### config.mk
export PLATFORM = sky130hd
export DESIGN_NAME = arcade_input_conditioner_flat
export DESIGN_NICKNAME = d
export VERILOG_FILES = /design/src/rtl/arcade_input_conditioner_if.sv /design/src/rtl/arcade_input_conditioner.sv /design/src/flat_wrapper.sv
export SDC_FILE = /design/constraint.sdc
export NUM_CORES = 1
export LEC_CHECK = 0
export BUFFER_PORTS_ARGS = -buffer_cell sky130_fd_sc_hd__buf_2
export CORE_ASPECT_RATIO = 0.6
export CORE_UTILIZATION = 45
export DETAILED_ROUTE_END_ITERATION = 7
export PLACE_DENSITY = 0.66
export SYNTH_ARGS = -nofsm -noshare
export SYNTH_HDL_FRONTEND = slang
export SYNTH_SLANG_ARGS = --single-unit
### constraint.sdc
create_clock -name clk_sys -period 2.7 [get_ports clk_sys]
set_input_delay 0.27 -clock clk_sys [delete_from_list [all_inputs] [get_ports clk_sys]]
set_output_delay 0.27 -clock clk_sys [all_outputs]
set_load 0.02 [all_outputs]
### src/rtl/arcade_input_conditioner_if.sv
// Purpose: bundles the player-control inputs and conditioned core-facing
//          outputs of arcade_input_conditioner.
// Signals:
//   rotate      0 = normal, 1 = rotated joystick control
//   kbjoy       keyboard: [0]fire [1]start1 [2]start2 [3]coin [4]up [5]down [6]left [7]right
//   joystick_0  [0]right [1]left [2]down [3]up [4]fire; [7:5] unused
//   joystick_1  same layout as joystick_0
//   p1_csjudlr  {coin,start1,fire,up,down,left,right} to core P1
//   p2_csjudlr  {1'b0,start2,fire,up,down,left,right} to core P2
//   coin_busy   high whenever the coin sequencer is not idle
// Modports: master = control source side, slave = conditioner.
interface arcade_input_conditioner_if;
  logic       rotate;
  logic [9:0] kbjoy;
  logic [7:0] joystick_0;
  logic [7:0] joystick_1;
  logic [6:0] p1_csjudlr;
  logic [6:0] p2_csjudlr;
  logic       coin_busy;

  modport master (
    output rotate, kbjoy, joystick_0, joystick_1,
    input  p1_csjudlr, p2_csjudlr, coin_busy
  );

  modport slave (
    input  rotate, kbjoy, joystick_0, joystick_1,
    output p1_csjudlr, p2_csjudlr, coin_busy
  );
endinterface

### src/rtl/arcade_input_conditioner.sv
// Purpose: merges keyboard and joystick controls, synchronizes and debounces
//          them, applies optional cabinet rotation and turns the coin key into
//          a fixed-length one-shot with hold-off for the galaxian core.
// Ports:
//   clk_sys  system clock (sole clock)
//   reset    synchronous, active-high reset
//   bus      arcade_input_conditioner_if.slave (controls in, P1/P2 words out)
module arcade_input_conditioner #(
  parameter int unsigned DEBOUNCE_CYCLES     = 18000,
  parameter int unsigned COIN_PULSE_CYCLES   = 1800000,
  parameter int unsigned COIN_HOLDOFF_CYCLES = 1800000
) (
  input logic                        clk_sys,
  input logic                        reset,
  arcade_input_conditioner_if.slave  bus
);

  localparam int unsigned NB   = 8;
  localparam int unsigned DCW  = $clog2(DEBOUNCE_CYCLES + 1);
  localparam int unsigned CMAX = (COIN_PULSE_CYCLES > COIN_HOLDOFF_CYCLES) ?
                                 COIN_PULSE_CYCLES : COIN_HOLDOFF_CYCLES;
  localparam int unsigned CCW  = $clog2(CMAX + 1);

  // Logical control indices inside the raw/debounced vectors
  localparam int unsigned B_UP = 0;
  localparam int unsigned B_DN = 1;
  localparam int unsigned B_LT = 2;
  localparam int unsigned B_RT = 3;
  localparam int unsigned B_FR = 4;
  localparam int unsigned B_S1 = 5;
  localparam int unsigned B_S2 = 6;
  localparam int unsigned B_CN = 7;

  typedef enum logic [1:0] {IDLE, PULSE, HOLDOFF, WAIT_REL} coin_state_t;

  logic [NB-1:0]  raw_c;
  logic [NB-1:0]  sync1;
  logic [NB-1:0]  sync2;
  logic [NB-1:0]  deb;
  logic [DCW-1:0] cnt [NB];

  logic           up_c, down_c, left_c, right_c;
  logic [5:0]     ctl_q;
  logic           start2_q;

  coin_state_t    state;
  logic [CCW-1:0] ccnt;
  logic           coin_q;
  logic           busy_q;
  logic           cd_q;
  logic           coin_rise_c;

  logic           unused_bits;

  // Bits with no function in this block
  assign unused_bits = ^{bus.kbjoy[9:8], bus.joystick_0[7:5], bus.joystick_1[7:5]};

  // Merge every source of a logical control
  always_comb begin
    raw_c       = '0;
    raw_c[B_UP] = bus.kbjoy[4] | bus.joystick_0[3] | bus.joystick_1[3];
    raw_c[B_DN] = bus.kbjoy[5] | bus.joystick_0[2] | bus.joystick_1[2];
    raw_c[B_LT] = bus.kbjoy[6] | bus.joystick_0[1] | bus.joystick_1[1];
    raw_c[B_RT] = bus.kbjoy[7] | bus.joystick_0[0] | bus.joystick_1[0];
    raw_c[B_FR] = bus.kbjoy[0] | bus.joystick_0[4] | bus.joystick_1[4];
    raw_c[B_S1] = bus.kbjoy[1];
    raw_c[B_S2] = bus.kbjoy[2];
    raw_c[B_CN] = bus.kbjoy[3];
  end

  // Two-flop synchronizer and per-bit debounce counters
  always_ff @(posedge clk_sys) begin
    if (reset) begin
      sync1 <= '0;
      sync2 <= '0;
      deb   <= '0;
      for (int i = 0; i < int'(NB); i++) cnt[i] <= '0;
    end else begin
      sync1 <= raw_c;
      sync2 <= sync1;
      for (int i = 0; i < int'(NB); i++) begin
        if (sync2[i] == deb[i]) begin
          cnt[i] <= '0;
        end else if (cnt[i] == DCW'(DEBOUNCE_CYCLES - 1)) begin
          // Stable long enough: accept the new level
          deb[i] <= sync2[i];
          cnt[i] <= '0;
        end else begin
          cnt[i] <= cnt[i] + DCW'(1);
        end
      end
    end
  end

  // Cabinet rotation, applied to already-debounced directions
  always_comb begin
    up_c    = bus.rotate ? deb[B_LT] : deb[B_UP];
    down_c  = bus.rotate ? deb[B_RT] : deb[B_DN];
    left_c  = bus.rotate ? deb[B_DN] : deb[B_LT];
    right_c = bus.rotate ? deb[B_UP] : deb[B_RT];
  end

  // Output register for the non-coin player bits
  always_ff @(posedge clk_sys) begin
    if (reset) begin
      ctl_q    <= '0;
      start2_q <= 1'b0;
    end else begin
      ctl_q    <= {deb[B_S1], deb[B_FR], up_c, down_c, left_c, right_c};
      start2_q <= deb[B_S2];
    end
  end

  assign coin_rise_c = deb[B_CN] & ~cd_q;

  // Coin one-shot: coin_q and busy_q are updated on the same edge as the
  // state, so the pulse lines up with the other registered player bits.
  always_ff @(posedge clk_sys) begin
    if (reset) begin
      state  <= IDLE;
      ccnt   <= '0;
      coin_q <= 1'b0;
      busy_q <= 1'b0;
      cd_q   <= 1'b0;
    end else begin
      cd_q <= deb[B_CN];
      case (state)
        IDLE: begin
          if (coin_rise_c) begin
            state  <= PULSE;
            ccnt   <= '0;
            coin_q <= 1'b1;
            busy_q <= 1'b1;
          end
        end
        PULSE: begin
          if (ccnt == CCW'(COIN_PULSE_CYCLES - 1)) begin
            state  <= HOLDOFF;
            ccnt   <= '0;
            coin_q <= 1'b0;
          end else begin
            ccnt <= ccnt + CCW'(1);
          end
        end
        HOLDOFF: begin
          if (ccnt == CCW'(COIN_HOLDOFF_CYCLES - 1)) begin
            ccnt <= '0;
            if (deb[B_CN]) begin
              state <= WAIT_REL;
            end else begin
              state  <= IDLE;
              busy_q <= 1'b0;
            end
          end else begin
            ccnt <= ccnt + CCW'(1);
          end
        end
        WAIT_REL: begin
          if (!deb[B_CN]) begin
            state  <= IDLE;
            busy_q <= 1'b0;
          end
        end
        default: begin
          state  <= IDLE;
          ccnt   <= '0;
          coin_q <= 1'b0;
          busy_q <= 1'b0;
        end
      endcase
    end
  end

  assign bus.p1_csjudlr = {coin_q, ctl_q};
  assign bus.p2_csjudlr = {1'b0, start2_q, ctl_q[4:0]};
  assign bus.coin_busy  = busy_q;

endmodule
### src/flat_wrapper.sv
// flat-port wrapper written by rule: the top's interface ports become plain ports
module arcade_input_conditioner_flat 
#(
  parameter int unsigned DEBOUNCE_CYCLES     = 18000,
  parameter int unsigned COIN_PULSE_CYCLES   = 1800000,
  parameter int unsigned COIN_HOLDOFF_CYCLES = 1800000
)
  (clk_sys, reset, bus_rotate, bus_kbjoy, bus_joystick_0, bus_joystick_1, bus_p1_csjudlr, bus_p2_csjudlr, bus_coin_busy);
  arcade_input_conditioner_if bus_i ();
  input logic clk_sys;
  input logic reset;
  input wire logic [$bits(bus_i.rotate)-1:0] bus_rotate;
  input wire logic [$bits(bus_i.kbjoy)-1:0] bus_kbjoy;
  input wire logic [$bits(bus_i.joystick_0)-1:0] bus_joystick_0;
  input wire logic [$bits(bus_i.joystick_1)-1:0] bus_joystick_1;
  output wire logic [$bits(bus_i.p1_csjudlr)-1:0] bus_p1_csjudlr;
  output wire logic [$bits(bus_i.p2_csjudlr)-1:0] bus_p2_csjudlr;
  output wire logic [$bits(bus_i.coin_busy)-1:0] bus_coin_busy;
  assign bus_i.rotate = bus_rotate;
  assign bus_i.kbjoy = bus_kbjoy;
  assign bus_i.joystick_0 = bus_joystick_0;
  assign bus_i.joystick_1 = bus_joystick_1;
  assign bus_p1_csjudlr = bus_i.p1_csjudlr;
  assign bus_p2_csjudlr = bus_i.p2_csjudlr;
  assign bus_coin_busy = bus_i.coin_busy;
  arcade_input_conditioner #(.DEBOUNCE_CYCLES(DEBOUNCE_CYCLES), .COIN_PULSE_CYCLES(COIN_PULSE_CYCLES), .COIN_HOLDOFF_CYCLES(COIN_HOLDOFF_CYCLES)) u_core (.clk_sys(clk_sys), .reset(reset), .bus(bus_i));
endmodule
Yosys cells after proc, flatten, opt, wreduce, memory -nomap -nowiden
Memories as Yosys holds them, arrays and structs flattened.
Cells that the tools add are included.

cells by class
  equality and inequality tests = 24
  add/sub/neg operators = 9
  bitwise logic cells = 44
  multiplexer cells = 133
  reductions and logical operators = 17

operators with widths
  cell                                                                     number
  15-bit 2-to-1 mux                                                        24
  15-bit by 1-bit adder with 15-bit output, second input constant          8
  15-bit == test, second input constant                                    8
  1-bit 2-to-1 mux                                                         98
  21-bit 2-to-1 mux                                                        2
  21-bit one-hot mux with 2 select lines                                   1
  1-bit bitwise OR                                                         34
  21-bit by 1-bit adder with 21-bit output, second input constant          1
  21-bit == test, second input constant                                    1
  2-bit AND reduction                                                      9
  2-bit 2-to-1 mux                                                         5
  1-bit inverter                                                           9
  1-bit == test                                                            8
  2-bit one-hot mux with 4 select lines                                    1
  2-bit by 1-bit inequality test with 1-bit output, second input constant  3
  3-bit AND reduction                                                      2
  2-bit == test, second input constant                                     2
  4-bit AND reduction                                                      1
  2-bit nonzero test                                                       2
  1-bit one-hot mux with 3 select lines                                    1
  3-bit nonzero test                                                       1
  2-bit by 1-bit == test with 1-bit output, second input constant          1
  2-bit logical NOT                                                        1
  2-bit inequality test, second input constant                             1
  other kinds (3)                                                          3

storage, ports and cells
  memories kept = 1
  bits in registers = 57
  input port bits = 29
  word-level logic and storage cells = 245
  bits in writable memories = 120
  output and inout port bits = 15

memory list
  name        depth  width  read ports  clocked after memory_dff  write ports  RTL line                        source
  u_core.cnt  8      15     8           0                         8            arcade_input_conditioner.sv:40  logic [DCW-1:0] cnt [NB];

Depth between registers and ports, before layout
Gate-level depths: netlist of run 1.
An unclocked memory read counts as a cell.

  depth after elaboration = 8
  gate-level depth with buffers = 9
  mapped depth without buffers = 6

Least setup slack after synthesis of run 1
No wires, ideal clock.

  path kind = register to register
  from = mem u_core.cnt[1][23] (netlist name)
  to = mem u_core.cnt[1][21] (netlist name), data pin
  buffers on the path = 1
  cell stages (with the launch flop) = 6
  slack = 0.676 ns
  data arrival time = 1.770 ns
  library setup time = 0.254 ns
  period minus slack after synthesis = 2.024 ns
  required time = 2.446 ns
  cells stage by stage = edfxtp_1 or4b_1 or4_4 nand2_2 buf_6 nor2_1

RTL lines
  element             RTL line
  start: declaration  arcade_input_conditioner.sv:40

==> run metrics, run 1 <==
ranking of synthesized cells by area sky130_fd_sc_hd__edfxtp_1, sky130_fd_sc_hd__dfxtp_1, sky130_fd_sc_hd__nor2_1, sky130_fd_sc_hd__xor2_1, sky130_fd_sc_hd__xnor2_1; antenna-violating nets left 0; Final Hold Slack a little over 40 ps; Max Clk Rate between 400 and 500 MHz; largest fanout on the critical path 14; clock buffers created by TritonCTS 17; average instance area after synthesis between 10 and 15 µm²; cell family with the largest share of critical-path delay simple AND/OR/NAND/NOR gates; RePlAce Congestion 0.8131; Clock Tree Root sky130_fd_sc_hd__clkbuf_16; period utilisation layout a little over four fifths; total clock sinks between 150 and 200; global-route wire length before repair between 20000 and 30000 µm; most instantiated library cell after synthesis sky130_fd_sc_hd__nor2_1; drt via density between 4 and 5; Slew HR about 60%; total negative slack 0 ps; EDFF count, synth 120; number of post-CTS setup repair buffers 0; total net switching power 1.429 mW; Clk network pwr share a little over two fifths; count of vias placed by the detailed router between 6000 and 7000; worst-case clock buffer depth 2; switching fraction of total power between 20% and 30%; vias in the first global route 5697; max-capacitance violation count 0; Critical Path End Type flop; DP Wirelength around 11000 µm; die height approximately 110 µm; Synth Instances approximately 860; number of antenna violations at the first check in global routing 0; part of the total power dissipated in combinational logic approximately 6.5%; site row count 39; number of synthesized register bits between 150 and 200; count of yosys warnings during synthesis 0; count of final setup violators 0; Setup crit start kind flop; proportion of layout cells with a drive suffix above 1 under 10%; Post-CTS Resized 0; ant diodes 0; register area share after synthesis 54.08%; result of the run finished, final reports clean; power density relative to cell area about 600 nW/µm²; category of the critical setup timing path reg -> reg; primary flip-flop cell chosen by synthesis mapping sky130_fd_sc_hd__edfxtp_1; floorplan core area around 19000 µm²; count of buffers inserted at the top-level ports 34; slowest cell on the critical path sky130_fd_sc_hd__or4b_1; pin count of the biggest net entering global routing 32; top-area cell type share of the netlist area between 40% and 50%; sequential group share of total power between 50 and 60%; Cell Chain, Critical Path or4b_1 -> nor4_1 -> nand4_1 -> nand2_1 -> nor2_1; width of the die 182.3 µm; DRC violation count after routing 0; number of max-slew violations in the final report 0; Hold Buf Count CTS 0; time the final worst path needs with I/O delays and setup between 2000 and 2500 ps; I/O Pins 44; WL/cell 12.07 µm; setup repair after global routing missed its margin no; Worst Path Required around 2900 ps; end-of-flow core utilization between 50 and 60%; peak ir drop on the vdd network roughly 0.00044 V; Arrival @ worst endpoint between 2000 and 2500 ps; post-synthesis instance area ~8800 µm²; final WL 15420 µm; starting utilization of the core area 45.98%; deepest level of the CTS H-tree 4; hold crit path type in -> reg; Worst-Skew Late Latency about 430 ps; largest stage delay on the critical path 540 ps; Final Hold Viols 0; Bufs and invs on worst path 0; clock tree from TritonCTS yes; total track usage between 15 and 20%; async set-reset flop share out of synthesis 0%; Synth cell types 50; setup skew after layout approximately 12 ps; total congestion overflow 0; Final nets 1040; length of the first detailed-routing pass in iterations 5; cell type contributing the most total cell area after synthesis sky130_fd_sc_hd__edfxtp_1; Worst-Margin Slew 598.6 ps; Die ar. 20080 µm²; clock input transition at the sequential cells of the worst setup and hold paths 70 ps; synthesis-to-layout area growth 16.13%; top cells by count, synth sky130_fd_sc_hd__nor2_1, sky130_fd_sc_hd__edfxtp_1, sky130_fd_sc_hd__nand2_1; internal power contribution approximately 4.6 mW; static power due to leakage roughly 3.8 nW; Detailed Route Iter0 Violations around 430
area by class of cell:
| cell class | count | area, µm² |
|---|---|---|
| Fill cell | 1719 | 8891 |
| Sequential cell | 177 | 4745 |
| Inverter | 10 | 37.54 |
| Timing Repair Buffer | 40 | 215.2 |
| Multi-Input combinational cell | 752 | 4257 |
| Tap cell | 266 | 332.8 |
| Clock inverter | 13 | 147.6 |
| Clock buffer | 19 | 454.2 |
per-stage QoR:
step	instance area [µm²]	power (mW)	instances	setup WS [ps]
global route	10190	6.265	1277	229.7
finish	10190	6.023	1277	420.4
floorplan	9220	3.448	974	675.8
detailed placement	9587	3.550	1245	417.4
global placement	9587	3.544	1245	467.8
CTS	10190	6.090	1277	397.1
power by group through the flow:
stage               combinational [mW]  sequential, mW  clock, mW
detailed placement               0.385            3.17          0
global route                     0.446            3.12       2.69
global placement                 0.382            3.16          0
floorplan                        0.304            3.14          0
CTS                              0.389            3.11       2.60
finish                           0.393            3.11       2.52
routing by layer:
layer  up-vias  global-route usage, %  wire, µm
li1       3202                      -         -
met1      2809                  24.39      8384
met2        78                  25.10      6400
met3        14                  3.449       455
met4         0                  6.483       176
met5         -                      0         0
worst paths after layout:
| path | startpoint | end | slack [ps] | depth (start not counted) |
|---|---|---|---|---|
| min reg2reg | u_core.sync1[2] | u_core.sync2[2] | 440 | 1 |
| max reg2reg | u_core.cnt[1][7] | u_core.cnt[1][10] | 420 | 5 |
| min | bus_kbjoy[3] | u_core.sync1[7] | 40 | 2 |
| max | u_core.cnt[1][7] | u_core.cnt[1][10] | 420 | 5 |
logic make-up after synthesis:
| kind of cell | Yosys count | share of synthesized area (%) |
|---|---|---|
| AND/OR/NAND/NOR | 445 | 25.30 |
| flip-flops | 177 | 54.08 |
| XOR/XNOR | 113 | 11.28 |
| AO/OA/AOI/OAI | 46 | 3.252 |
| buffers and inverters | 45 | 2.538 |
| multiplexers | 14 | 1.611 |
| adder cells (fa/ha/maj) | 13 | 1.854 |
| other | 2 | 0.08560 |
flip-flops by register name, summed over array words and instances (netlist names):
signal / count
u_core.ctl_q: 6
u_core.bus.coin_busy: 1
u_core.deb: 8
u_core.coin_q: 1
u_core.cnt: 120
u_core.cd_q: 1
u_core.sync1: 8
u_core.state: 2
u_core.ccnt: 21
u_core.sync2: 8
u_core.start2_q: 1
cell usage in the layout, fill, tap and decap left out, types with 8 or more instances in the layout:
cell type | netlist | routed
sky130_fd_sc_hd__a21oi_1 | 14 | 14
sky130_fd_sc_hd__and3_1 | 28 | 28
sky130_fd_sc_hd__dfxtp_1 | 57 | 57
sky130_fd_sc_hd__xnor2_1 | 54 | 54
sky130_fd_sc_hd__conb_1 | 2 | 121
sky130_fd_sc_hd__nor2_1 | 165 | 165
sky130_fd_sc_hd__inv_1 | 10 | 10
sky130_fd_sc_hd__ha_1 | 13 | 13
sky130_fd_sc_hd__nand4_1 | 33 | 33
sky130_fd_sc_hd__nand2_1 | 66 | 66
sky130_fd_sc_hd__nor4_1 | 8 | 8
sky130_fd_sc_hd__nor3_1 | 20 | 20
sky130_fd_sc_hd__nand3_1 | 59 | 59
sky130_fd_sc_hd__mux2i_1 | 13 | 12
sky130_fd_sc_hd__edfxtp_1 | 120 | 120
sky130_fd_sc_hd__and4_1 | 14 | 14
sky130_fd_sc_hd__a31oi_1 | 12 | 12
sky130_fd_sc_hd__buf_2 | 4 | 34
sky130_fd_sc_hd__xor2_1 | 59 | 59
sky130_fd_sc_hd__clkbuf_16 | 0 | 18
sky130_fd_sc_hd__nor2b_1 | 18 | 18
worst reg2reg max path: cells and delay by family (launching register included):
kind	cells	cell delay, ps
simple gates	5	1570
flops	1	440
Note: power is estimated with default switching activity, not from simulation.
==> run 2, diff against run 1 <==
==> constraint.sdc (replaced) <==
create_clock -name clk_sys -period 2.3 [get_ports clk_sys]
set_input_delay 0.23 -clock clk_sys [delete_from_list [all_inputs] [get_ports clk_sys]]
set_output_delay 0.23 -clock clk_sys [all_outputs]
set_load 0.02 [all_outputs]
==> run metrics, run 2 (synthesis gave the netlist of run 1 again) <==
result of the run finished, final reports clean; Final Hold Viols 0 (unchanged); destination of the worst register-to-register timing path u_core.cnt[1][21]; Detailed Route Iter0 Violations 355 (-18%); time the final worst path needs with I/O delays and setup 2185 ps (-94.29 ps); hold crit path type in -> reg; length of the first detailed-routing pass in iterations 4 (-1); Slew HR 66.25% (+6.2 points); switching fraction of total power 25.45% (+1.7 points); Arrival @ worst endpoint 2350 ps (-90 ps); static power due to leakage 3.839 nW (+1.8%); Max Clk Rate 457.6 MHz (+4.3%); number of flip-flops in the largest register 120 (unchanged); Clock Tree Root sky130_fd_sc_hd__clkbuf_16; sequential group share of total power 52.7% (+1.1 points); total placed cells including tap cells 1259 (+1.1%); total track usage 16.58% (-0.34 points); category of the critical setup timing path reg -> reg; global-route wire length before repair 26330 µm (-2.4%); Die ar. 20080 µm² (unchanged); proportion of layout cells with a drive suffix above 1 9.126% (+1.2 points); total clock sinks 177 (unchanged); total congestion overflow 0 (unchanged); number of standard cells in the final layout excluding fillers 1296 (+1.5%); period utilisation layout 95.01% (+11 points); clock input transition at the sequential cells of the worst setup and hold paths 70 ps (about the same); setup repair after global routing missed its margin no; width of the die 182.3 µm (unchanged); total negative slack 0 ps (unchanged); met2 Track Usage GR 22.88% (-2.2 points); peak ir drop on the vdd network 0.0004737 V (+7.4%); ant diodes 0 (unchanged); largest register by flop count u_core.cnt; number of max-slew violations in the final report 0 (unchanged); starting utilization of the core area 45.98% (unchanged); Cell Chain, Critical Path or4b_1 -> or4_4 -> nand2_2 -> nor2_1; Clk network pwr share 40.4% (-1.5 points); most common library cell in the layout ignoring fill and taps sky130_fd_sc_hd__nor2_1; slowest cell on the critical path sky130_fd_sc_hd__or4_4; Post-CTS Resized 0 (unchanged); final WL 15190 µm (-1.4%); Sequential cell area 4745 µm² (unchanged); setup skew after layout 11.17 ps (-0.9480 ps); RePlAce Congestion 0.7943 (-2.3%); Final nets 1059 (+1.8%); Worst R2R Start u_core.cnt[1][22]; leading cell types in the layout, fill and taps excluded sky130_fd_sc_hd__nor2_1, sky130_fd_sc_hd__conb_1, sky130_fd_sc_hd__edfxtp_1, sky130_fd_sc_hd__nand2_1; Final Hold Slack 14.95 ps (-25.39 ps); Setup crit start kind flop; die height 110.2 µm (unchanged); hold path startpoint bus_joystick_1[0]; Critical Path End Type flop; number of post-CTS setup repair buffers 0 (unchanged); vias in the first global route 5474 (-3.9%); met1 routing resource usage after global routing 25.26% (+0.87 points); clock buffers created by TritonCTS 17 (unchanged); Worst Path Required 2470 ps (-390 ps); largest fanout on the critical path 14 (unchanged); deepest level of the CTS H-tree 4 (unchanged); smallest setup slack after layout 114.7 ps (-305.7 ps); Fillers 1736 (+0.99%); DP Wirelength 10760 µm (+1.9%); pin count of the biggest net entering global routing 29 (-9.4%); Worst-Margin Slew 496.5 ps (-102.1 ps); drt via density 4.709 (-1.5%); total net switching power 1.759 mW (+23%); WL/cell 11.72 µm (-2.9%); count of buffers inserted at the top-level ports 34 (unchanged); hold path depth 3 (+1); max-capacitance violation count 0 (unchanged); count of vias placed by the detailed router 6103 (unchanged); antenna-violating nets left 0 (unchanged); I/O Pins 44 (unchanged); footprint of the multi-input gates 4257 µm² (unchanged); number of antenna violations at the first check in global routing 0 (unchanged); worst-case clock buffer depth 2 (unchanged); clock tree from TritonCTS yes; count of final setup violators 0 (unchanged); global routing usage on met3 3.449% (unchanged); DRC violation count after routing 0 (unchanged); Post-Place Worst Slack 128.1 ps (-289.3 ps); part of the total power dissipated in combinational logic 6.8% (+0.3 points); registers with the most flip-flops u_core.cnt (120), u_core.ccnt (21); internal power contribution 5.153 mW (+12%); worst hold endpoint u_core.sync1[3]; largest stage delay on the critical path 590 ps (+50 ps); Worst-Skew Late Latency 440 ps (about the same); site row count 39 (unchanged); floorplan core area 19080 µm² (unchanged); layer carrying the most global-route usage met1; synthesis-to-layout area growth 17.51%; FF-to-FF setup slack 110 ps (-310 ps); power density relative to cell area 670.4 nW/µm² (+13%); path depth of the worst reg2reg path 4 (-1)
==> run 2: worst max path at each step <==
stage                           start           endpoint  slack, ps  depth (start not counted)
floorplan           u_core.cnt[1][23]  u_core.cnt[1][21]        280                          5
global placement    u_core.cnt[1][22]  u_core.cnt[1][27]        160                          4
detailed placement  u_core.cnt[1][22]  u_core.cnt[1][19]        130                          4
CTS                 u_core.cnt[1][22]  u_core.cnt[1][19]        110                          4
global route        u_core.cnt[1][22]  u_core.cnt[1][21]         40                          4
finish              u_core.cnt[1][22]  u_core.cnt[1][21]        110                          4
==> run 2: power groups by stage <==
stage | Clock [mW] | Sequential, mW | Combinational [mW]
final | 2.80 | 3.64 | 0.472
after global routing | 3.01 | 3.66 | 0.537
after CTS | 2.88 | 3.64 | 0.468
after global placement | 0 | 3.71 | 0.456
after floorplan | 0 | 3.69 | 0.357
after detailed placement | 0 | 3.71 | 0.460
==> run 2: metal layers <==
| metal | up-vias | part of all wire, % | wire length (µm) |
|---|---|---|---|
| li1 | 3237 | - | - |
| met1 | 2795 | 57 | 8678 |
| met2 | 54 | 39 | 5894 |
| met3 | 17 | 2.8 | 431 |
| met4 | 0 | 1.3 | 190 |
| met5 | - | 0 | 0 |
==> run 2: layout make-up <==
class,instances,share of cell area [%]
Sequential cell,177,46.02
Clock buffer,17,4.126
Inverter,10,0.3641
Clock inverter,15,1.383
Multi-Input combinational cell,752,41.29
Tap cell,266,3.228
Timing Repair Buffer,59,3.592
==> run 2: worst max-delay path, delay by kind of cell, from the launching register on <==
family / cells / cell delay [ps]
AND/OR/NAND/NOR: 4 / 1500
flip-flops: 1 / 430
==> run 2: metrics by stage <==
step,total power [mW],util (%),area [µm²]
floorplan,4.047,-,9220
global placement,4.167,50.80,9692
detailed placement,4.174,50.80,9692
CTS,6.992,54.04,10310
global route,7.208,54.04,10310
finish,6.912,54.04,10310
==> run 2: what timing repair did <==
action,4_1_cts,5_1_grt
endpoints found under the hold margin,3,0
setup endpoints to repair,0,0
hold buffers,5,0
==> run 3, diff against run 2 <==
--- a/config.mk
+++ b/config.mk
@@ -7,6 +7,7 @@
 export LEC_CHECK = 0
 export BUFFER_PORTS_ARGS = -buffer_cell sky130_fd_sc_hd__buf_2
 export CORE_ASPECT_RATIO = 0.6
+export CORE_MARGIN = 2
 export CORE_UTILIZATION = 45
 export DETAILED_ROUTE_END_ITERATION = 7
 export PLACE_DENSITY = 0.66
==> constraint.sdc (replaced) <==
create_clock -name clk_sys -period 2.7 [get_ports clk_sys]
set_input_delay 0.27 -clock clk_sys [delete_from_list [all_inputs] [get_ports clk_sys]]
set_output_delay 0.27 -clock clk_sys [all_outputs]
set_load 0.1 [all_outputs]
==> run metrics, run 3 (synthesis gave the netlist of run 1 again) <==
result of the run finished, final reports clean; count of vias placed by the detailed router 6157 (+0.88%); most common library cell in the layout ignoring fill and taps sky130_fd_sc_hd__nor2_1; Final Hold Viols 0 (unchanged); number of antenna violations at the first check in global routing 0 (unchanged); slowest cell on the critical path sky130_fd_sc_hd__or4b_1; power density relative to cell area 600.4 nW/µm² (-10%); Worst Path Required 2860 ps (+390 ps); final WL 15400 µm (+1.3%); Max Clk Rate 443.7 MHz (-3.0%); width of the die 184.3 µm (+1.1%); Setup crit start kind flop; Final Cell Area 10200 µm² (-1.1%); proportion of layout cells with a drive suffix above 1 7.822% (-1.3 points); category of the critical setup timing path reg -> reg; clock buffers created by TritonCTS 17 (unchanged); Cell Chain, Critical Path or4b_1 -> nor4_1 -> nand4_1 -> nand2_1 -> nor2_1; period utilisation layout 83.47% (-12 points); die height 112.2 µm (+1.8%); length of the first detailed-routing pass in iterations 5 (+1); Die ar. 20670 µm² (+2.9%); Post-CTS Resized 0 (unchanged); largest fanout on the critical path 14 (unchanged); registers with the most flip-flops u_core.cnt (120), u_core.ccnt (21); number of post-CTS setup repair buffers 0 (unchanged); antenna-violating nets left 0 (unchanged); count of final setup violators 0 (unchanged); time the final worst path needs with I/O delays and setup 2254 ps (+68.46 ps); drt via density 4.825 (+2.5%); RePlAce Congestion 0.7747 (-2.5%); pin count of the biggest net entering global routing 31 (+6.9%); Worst-Margin Slew 739.7 ps (+243.2 ps); setup skew after layout 11.00 ps (-0.1624 ps); Final nets 1039 (-1.9%); number of flip-flops in the largest register 120 (unchanged); I/O Pins 44 (unchanged); worst-case clock buffer depth 2 (unchanged); total clock sinks 177 (unchanged); Hold Buf Count CTS 0 (-5); Fillers 1703 (-1.9%); starting utilization of the core area 45.98% (unchanged); largest stage delay on the critical path 550 ps (-40 ps); DP Wirelength 10800 µm (+0.36%); leading cell types in the layout, fill and taps excluded sky130_fd_sc_hd__nor2_1, sky130_fd_sc_hd__conb_1, sky130_fd_sc_hd__edfxtp_1, sky130_fd_sc_hd__nand2_1; static power due to leakage 3.778 nW (-1.6%); clock tree from TritonCTS yes; footprint of the multi-input gates 4257 µm² (unchanged); Sequential cell area 4745 µm² (unchanged); Arrival @ worst endpoint 2410 ps (+60 ps); floorplan core area 19080 µm² (unchanged); count of buffers inserted at the top-level ports 34 (unchanged); ant diodes 0 (unchanged); cell area after placement 9579 µm² (-1.2%); clock input transition at the sequential cells of the worst setup and hold paths 70 ps (about the same); deepest level of the CTS H-tree 4 (unchanged); synthesis-to-layout area growth 16.23%; number of max-slew violations in the final report 0 (unchanged); global-route wire length before repair 26540 µm (+0.79%); Critical Path End Type flop; largest register by flop count u_core.cnt; end-of-flow core utilization 53.45% (-0.59 points); site row count 39 (unchanged); total negative slack 0 ps (unchanged); total congestion overflow 0 (unchanged); max-capacitance violation count 0 (unchanged); vias in the first global route 5569 (+1.7%); Worst-Skew Late Latency 430 ps (about the same); WL/cell 12.07 µm (+2.9%); Clock Tree Root sky130_fd_sc_hd__clkbuf_16; Detailed Route Iter0 Violations 377 (+6.2%); hold crit path type in -> reg; peak ir drop on the vdd network 0.0004299 V (-9.3%); DRC violation count after routing 0 (unchanged); Slew HR 49.71% (-17 points); total track usage 16.05% (-0.53 points); setup repair after global routing missed its margin no
run 3: final timing paths:
path / slack (ps) / depth (start not counted) / endpoint / from
max: 450 / 5 / u_core.cnt[2][29] / u_core.cnt[2][19]
min: 40 / 3 / u_core.sync1[0] / bus_joystick_1[3]
max reg2reg: 450 / 5 / u_core.cnt[2][29] / u_core.cnt[2][19]
min reg2reg: 450 / 1 / u_core.sync2[7] / u_core.sync1[7]
run 3: stage by stage:
step                      setup WS, ps  power (mW)  instances  hold WS (ps)
final                            446.2       6.122       1276         41.17
after global routing             249.5       6.377       1276         47.36
after CTS                        442.7       6.195       1276         26.61
after detailed placement         448.9       3.597       1244         423.1
after global placement           471.8       3.587       1244         426.8
after floorplan                  675.8       3.499        974         389.5
run 3: report_power, final:
part / total, mW / internal, mW / switching, mW
combinational: 0.436 / 0.147 / 0.290
sequential: 3.11 / 3.00 / 0.104
clock: 2.58 / 1.49 / 1.08
total: 6.12 / 4.65 / 1.48
run 3: per-layer routing:
| layer | GRT usage (%) | vias up | wire length, µm |
|---|---|---|---|
| li1 | - | 3204 | - |
| met1 | 24.26 | 2866 | 8408 |
| met2 | 22.42 | 71 | 6278 |
| met3 | 3.602 | 16 | 496 |
| met4 | 5.867 | 0 | 215 |
| met5 | 0 | - | 0 |
run 3: final cells by class:
cell class | instances | share of cell area, %
repair buffers | 39 | 2.037
inverters | 10 | 0.3681
clock inverters | 12 | 1.362
clock buffers | 20 | 4.699
well taps | 266 | 3.264
multi-input cells | 752 | 41.74
flip-flops and latches | 177 | 46.53
run 3: critical path, delay by kind of cell (launching register included):
family	cells	cell delay, ps
flip-flops	1	450
AND/OR/NAND/NOR	5	1540
